<file path="src/rtl/sevenseg_scan_controller.sv">
// Four-digit seven-segment scan controller: decodes one hex digit at a time into a
// 13-bit frame, offers it over valid/ready, then dwells before advancing the scan.
module sevenseg_scan_controller #(
    parameter int unsigned DWELL_CYCLES = 1000
) (
    input  logic        i_CLK,
    input  logic        i_RESET,
    input  logic [15:0] i_DispData,
    input  logic [3:0]  i_DispDP,
    input  logic [3:0]  i_DispBlank,
    input  logic        i_Load,
    input  logic        i_FrameReady,
    output logic [12:0] o_Frame,
    output logic        o_FrameValid,
    output logic [1:0]  o_ScanIdx,
    output logic        o_ScanWrap
);

    localparam logic [15:0] DWELL_LOAD  = 16'(DWELL_CYCLES - 1);
    localparam logic [12:0] FRAME_RESET = 13'h0FFF;

    typedef enum logic [1:0] {
        S_IDLE,
        S_FETCH,
        S_OFFER,
        S_DWELL
    } state_t;

    state_t      state_q, state_d;
    logic [1:0]  idx_q, idx_d;
    logic [15:0] cnt_q, cnt_d;
    logic [12:0] frame_q, frame_d;
    logic        wrap_q, wrap_d;

    logic [15:0] pend_data_q, pend_data_d;
    logic [3:0]  pend_dp_q, pend_dp_d;
    logic [3:0]  pend_blank_q, pend_blank_d;
    logic        pend_flag_q, pend_flag_d;

    logic [15:0] act_data_q, act_data_d;
    logic [3:0]  act_dp_q, act_dp_d;
    logic [3:0]  act_blank_q, act_blank_d;

    function automatic logic [6:0] hex_to_seg(input logic [3:0] nib);
        logic [6:0] seg;
        case (nib)
            4'h0: seg = 7'h40;
            4'h1: seg = 7'h79;
            4'h2: seg = 7'h24;
            4'h3: seg = 7'h30;
            4'h4: seg = 7'h19;
            4'h5: seg = 7'h12;
            4'h6: seg = 7'h02;
            4'h7: seg = 7'h78;
            4'h8: seg = 7'h00;
            4'h9: seg = 7'h10;
            4'hA: seg = 7'h08;
            4'hB: seg = 7'h03;
            4'hC: seg = 7'h46;
            4'hD: seg = 7'h21;
            4'hE: seg = 7'h06;
            default: seg = 7'h0E;
        endcase
        return seg;
    endfunction

    // Candidate frame for every digit position; FETCH just selects one of them.
    logic [12:0] digit_frame [4];

    generate
        for (genvar gi = 0; gi < 4; gi++) begin : g_digit
            localparam logic [3:0] SEL_N = ~(4'b0001 << gi);
            logic [6:0] seg;
            logic       dp_n;
            assign seg  = act_blank_q[gi] ? 7'h7F : hex_to_seg(act_data_q[gi*4 +: 4]);
            assign dp_n = act_blank_q[gi] ? 1'b1 : ~act_dp_q[gi];
            assign digit_frame[gi] = {1'b0, SEL_N, dp_n, seg};
        end
    endgenerate

    always_comb begin
        state_d      = state_q;
        idx_d        = idx_q;
        cnt_d        = cnt_q;
        frame_d      = frame_q;
        wrap_d       = 1'b0;
        pend_data_d  = pend_data_q;
        pend_dp_d    = pend_dp_q;
        pend_blank_d = pend_blank_q;
        pend_flag_d  = pend_flag_q;
        act_data_d   = act_data_q;
        act_dp_d     = act_dp_q;
        act_blank_d  = act_blank_q;

        case (state_q)
            S_IDLE: begin
                idx_d   = 2'd0;
                state_d = S_FETCH;
            end
            S_FETCH: begin
                frame_d = digit_frame[idx_q];
                state_d = S_OFFER;
            end
            S_OFFER: begin
                if (i_FrameReady) begin
                    cnt_d   = DWELL_LOAD;
                    state_d = S_DWELL;
                end
            end
            S_DWELL: begin
                if (cnt_q == 16'd0) begin
                    idx_d   = idx_q + 2'd1;
                    wrap_d  = (idx_q == 2'd3);
                    state_d = S_FETCH;
                end else begin
                    cnt_d = cnt_q - 16'd1;
                end
            end
            default: state_d = S_IDLE;
        endcase

        // Commit sees the pending set as it was before this cycle's load, so a
        // coincident load stays pending for the next wrap.
        if (wrap_d && pend_flag_q) begin
            act_data_d  = pend_data_q;
            act_dp_d    = pend_dp_q;
            act_blank_d = pend_blank_q;
            pend_flag_d = 1'b0;
        end

        if (i_Load) begin
            pend_data_d  = i_DispData;
            pend_dp_d    = i_DispDP;
            pend_blank_d = i_DispBlank;
            pend_flag_d  = 1'b1;
        end
    end

    always_ff @(posedge i_CLK) begin
        if (!i_RESET) begin
            state_q      <= S_IDLE;
            idx_q        <= 2'd0;
            cnt_q        <= 16'd0;
            frame_q      <= FRAME_RESET;
            wrap_q       <= 1'b0;
            pend_data_q  <= 16'd0;
            pend_dp_q    <= 4'd0;
            pend_blank_q <= 4'd0;
            pend_flag_q  <= 1'b0;
            act_data_q   <= 16'd0;
            act_dp_q     <= 4'd0;
            act_blank_q  <= 4'd0;
        end else begin
            state_q      <= state_d;
            idx_q        <= idx_d;
            cnt_q        <= cnt_d;
            frame_q      <= frame_d;
            wrap_q       <= wrap_d;
            pend_data_q  <= pend_data_d;
            pend_dp_q    <= pend_dp_d;
            pend_blank_q <= pend_blank_d;
            pend_flag_q  <= pend_flag_d;
            act_data_q   <= act_data_d;
            act_dp_q     <= act_dp_d;
            act_blank_q  <= act_blank_d;
        end
    end

    assign o_Frame      = frame_q;
    assign o_FrameValid = (state_q == S_OFFER);
    assign o_ScanIdx    = idx_q;
    assign o_ScanWrap   = wrap_q;

endmodule

</file>
<file path="config.mk">
export PLATFORM = sky130hd
export DESIGN_NAME = sevenseg_scan_controller
export DESIGN_NICKNAME = d
export VERILOG_FILES = /design/src/rtl/sevenseg_scan_controller.sv
export SDC_FILE = /design/constraint.sdc
export NUM_CORES = 1
export LEC_CHECK = 0
export BUFFER_PORTS_ARGS = -buffer_cell sky130_fd_sc_hd__buf_2
export CAP_MARGIN = 20
export CORE_ASPECT_RATIO = 1.4
export CORE_MARGIN = 3
export CORE_UTILIZATION = 56
export DETAILED_ROUTE_END_ITERATION = 16
export PLACE_DENSITY_LB_ADDON = 0.12
export SLEW_MARGIN = 20
export SYNTH_ARGS = -nofsm -noshare
export SYNTH_HDL_FRONTEND = slang
export SYNTH_SLANG_ARGS = --single-unit
</file>
<file path="constraint.sdc">
create_clock -name i_CLK -period 4.19 [get_ports i_CLK]
set_input_delay 0.2095 -clock i_CLK [delete_from_list [all_inputs] [get_ports i_CLK]]
set_output_delay 0.2095 -clock i_CLK [all_outputs]
set_load 0.02 [all_outputs]
</file>
==> reports/results.txt <==
routed vias -> 4570
clk slew on worst S/H paths -> 0.07 ns
# DRC -> 0
Data required, critical path -> 4.43 ns
Longest Clk Path Bufs -> 2
CTS root buf -> clkbuf_16
Hold Violations, Final -> 0
LEAKAGE -> 0.00259 uW
Die ar. -> 11300 sq um
# hold bufs at CTS -> 0
WL final -> 12600 microns
Ys Warns -> 0
sequential share of the synthesized area -> 39.1%
top_reg_cell synth -> dfxtp_1
period utilisation layout -> 81.0%
cell count after synthesis -> 628
top post-synthesis cells by area -> dfxtp_1 (39%), ha_1 (7.3%), mux2i_1 (6.9%)
setup TNS -> 0 ns
total power -> 2990 uW
Worst Setup Start Kind -> register
Slew @ Worst Pin -> 0.811 ns
Pre-antenna DRT Iters -> 7
number of global-route vias before repair -> 4444
fin util -> 64.1%
RSZ-0062 raised after global routing -> no
CTS tree -> built
DP HPWL -> 9210 microns
clock latency on the worst-skew pair -> 0.35 ns
mapped cell area -> 5630 sq um
placement row count -> 42
status -> complete, no violations
Clock Sinks -> 110
initial antenna violation count -> 0
global route overflow -> 0
initial core utilization -> 58.6%
dpl ws -> 0.870 ns
Area Overhead vs Synth -> 9.49%
Setup CP Type -> register to register
maximum clock rate -> 295 MHz
Max VDD drop -> 0.230 mV
max-cap violations -> 0
Mean Syn Cell Area -> 8.97 sq um
routability cong. -> 0.889
final clock skew -> 0.00842 ns
top post-synthesis cells by count -> dfxtp_1 (110), nand2_1 (76), mux2i_1 (39)
Nets -> 709
setup bufs post-CTS -> 0
Yosys top cell area share -> 39.1%
Mapped Nets -> 689
CP Max Fanout -> 45
Max-slew headroom -> 45.9%
synth unique cells -> 60
Synth area leader -> dfxtp_1
dpl cells -> 769
Chip Height -> 125 microns
WP data arrival -> 3.63 ns
Initial DRC Count -> 290
Die X -> 90.8 microns
PostCTS Resize Cnt -> 0
n_diodes -> 0
boundary pin count -> 45
flops & latches, synth -> 110
first-pass GRT wire length -> 21100 microns
PnR worst setup slack -> 0.796 ns
total track usage -> 22.8%
EDFF count, synth -> 0
CP Capture Type -> register
DR WL/cell -> 16.0 microns
final setup fails -> 0
top-count cell post-synth -> dfxtp_1
Final ANT Viol Nets -> 0
Slew Limit Fails -> 0
H-tree depth -> 3
Worst Hold Class -> input port to register
layout cells sized above 1 -> 12.9%
Layout Cells excl Fill -> 785
core area -> 9620 sq um
P per Cell Area -> 484 nW/um^2
Port Buffers -> 43
vias per cell -> 5.82
min Tclk post-route -> 3.39 ns
pin count of the biggest net entering global routing -> 46
number of buffers created by CTS -> 9
ys async rst share -> 0%
## through the flow
| step | hold WS (ns) | instance area (sq um) |
|---|---|---|
| after floorplan | 0.379 | 5630 |
| after global placement | 0.452 | 5870 |
| after detailed placement | 0.459 | 5870 |
| after CTS | 0.112 | 6170 |
| after global routing | 0.133 | 6170 |
| final | 0.118 | 6170 |
## cells by family (layout without fill, tap and decap cells)
logic type,after synthesis,after routing,share of synthesized area [%]
buffers and inverters,74,99,5.78
other,1,1,0.0666
AOI/OAI and AO/OA,136,136,17.1
xor gates and xnor gates,13,13,2.02
muxes,47,47,8.93
DFF,110,110,39.1
and+or+nand+nor,214,214,19.7
adders and majority gates,33,33,7.33
## layer usage
metal	vias to the layer above	track usage [%]	wire length, microns
met5	-	0	0
met4	0	9.92	369
met3	29	3.50	543
met1	2145	26.5	5250
met2	144	40.9	6390
li1	2252	-	-
## critical path, cell delays in order (launching register included)
cell	delay (ns)
dfxtp_1	0.35
or4_1	0.69
nor4_4	0.25
and3_1	0.26
buf_12	0.25
nand2_1	0.12
a21boi_1	0.38
inv_1	0.16
ha_1	0.29
o31a_1	0.12
and3_1	0.17
a311o_1	0.26
## path summary, 6_finish.rpt
kind | slack (ns) | cells past startpoint | start | end
hold reg to reg | 0.46 | 2 | act_blank_q[2]$_SDFFE_PN0N_ | act_blank_q[2]$_SDFFE_PN0N_
hold / removal | 0.12 | 3 | i_DispData[0] | pend_data_q[0]$_SDFFE_PN0P_
setup / recovery | 0.80 | 11 | cnt_q[7]$_SDFFE_PN0P_ | register
setup reg to reg | 0.80 | 11 | cnt_q[7]$_SDFFE_PN0P_ | register
## power by group
group | internal (uW) | total (uW) | switching, uW
combinational | 348 | 890 | 542
clock | 440 | 821 | 381
sequential | 1160 | 1270 | 112
total | 1950 | 2990 | 1040
## layout make-up
cell class / count / area [sq um]
tap: 132 / 165
multi-input combinational: 444 / 3100
sequential: 110 / 2200
clock buffer: 11 / 253
inverter: 34 / 128
clock inverter: 5 / 41.3
timing repair buffer: 49 / 273
fill: 849 / 3450
## layout by cell type, fill, tap and decap left out, types with 4 or more instances in the layout
cell type  instances
a31oi_1            6
o211ai_1          11
nand3_1           13
nor3_1             6
nor2_1            27
and3_1             6
a32o_1             4
nor3b_1            5
clkbuf_16          9
or3_1              9
xor2_1             7
nor2b_1           37
nand3b_1           9
buf_4              5
o22ai_1           11
xnor2_1            6
a22oi_1            4
o32ai_1            4
o221ai_1          12
and2_1             4
dfxtp_1          110
mux2i_1           39
o21ai_0           17
nand4_1            7
buf_2             43
mux2_4             6
a21boi_0          20
ha_1              33
a21oi_1           21
o31ai_1            6
nand2_1           76
a211oi_1           5
inv_1             32
No activity file was read; power rests on OpenSTA's default activity.
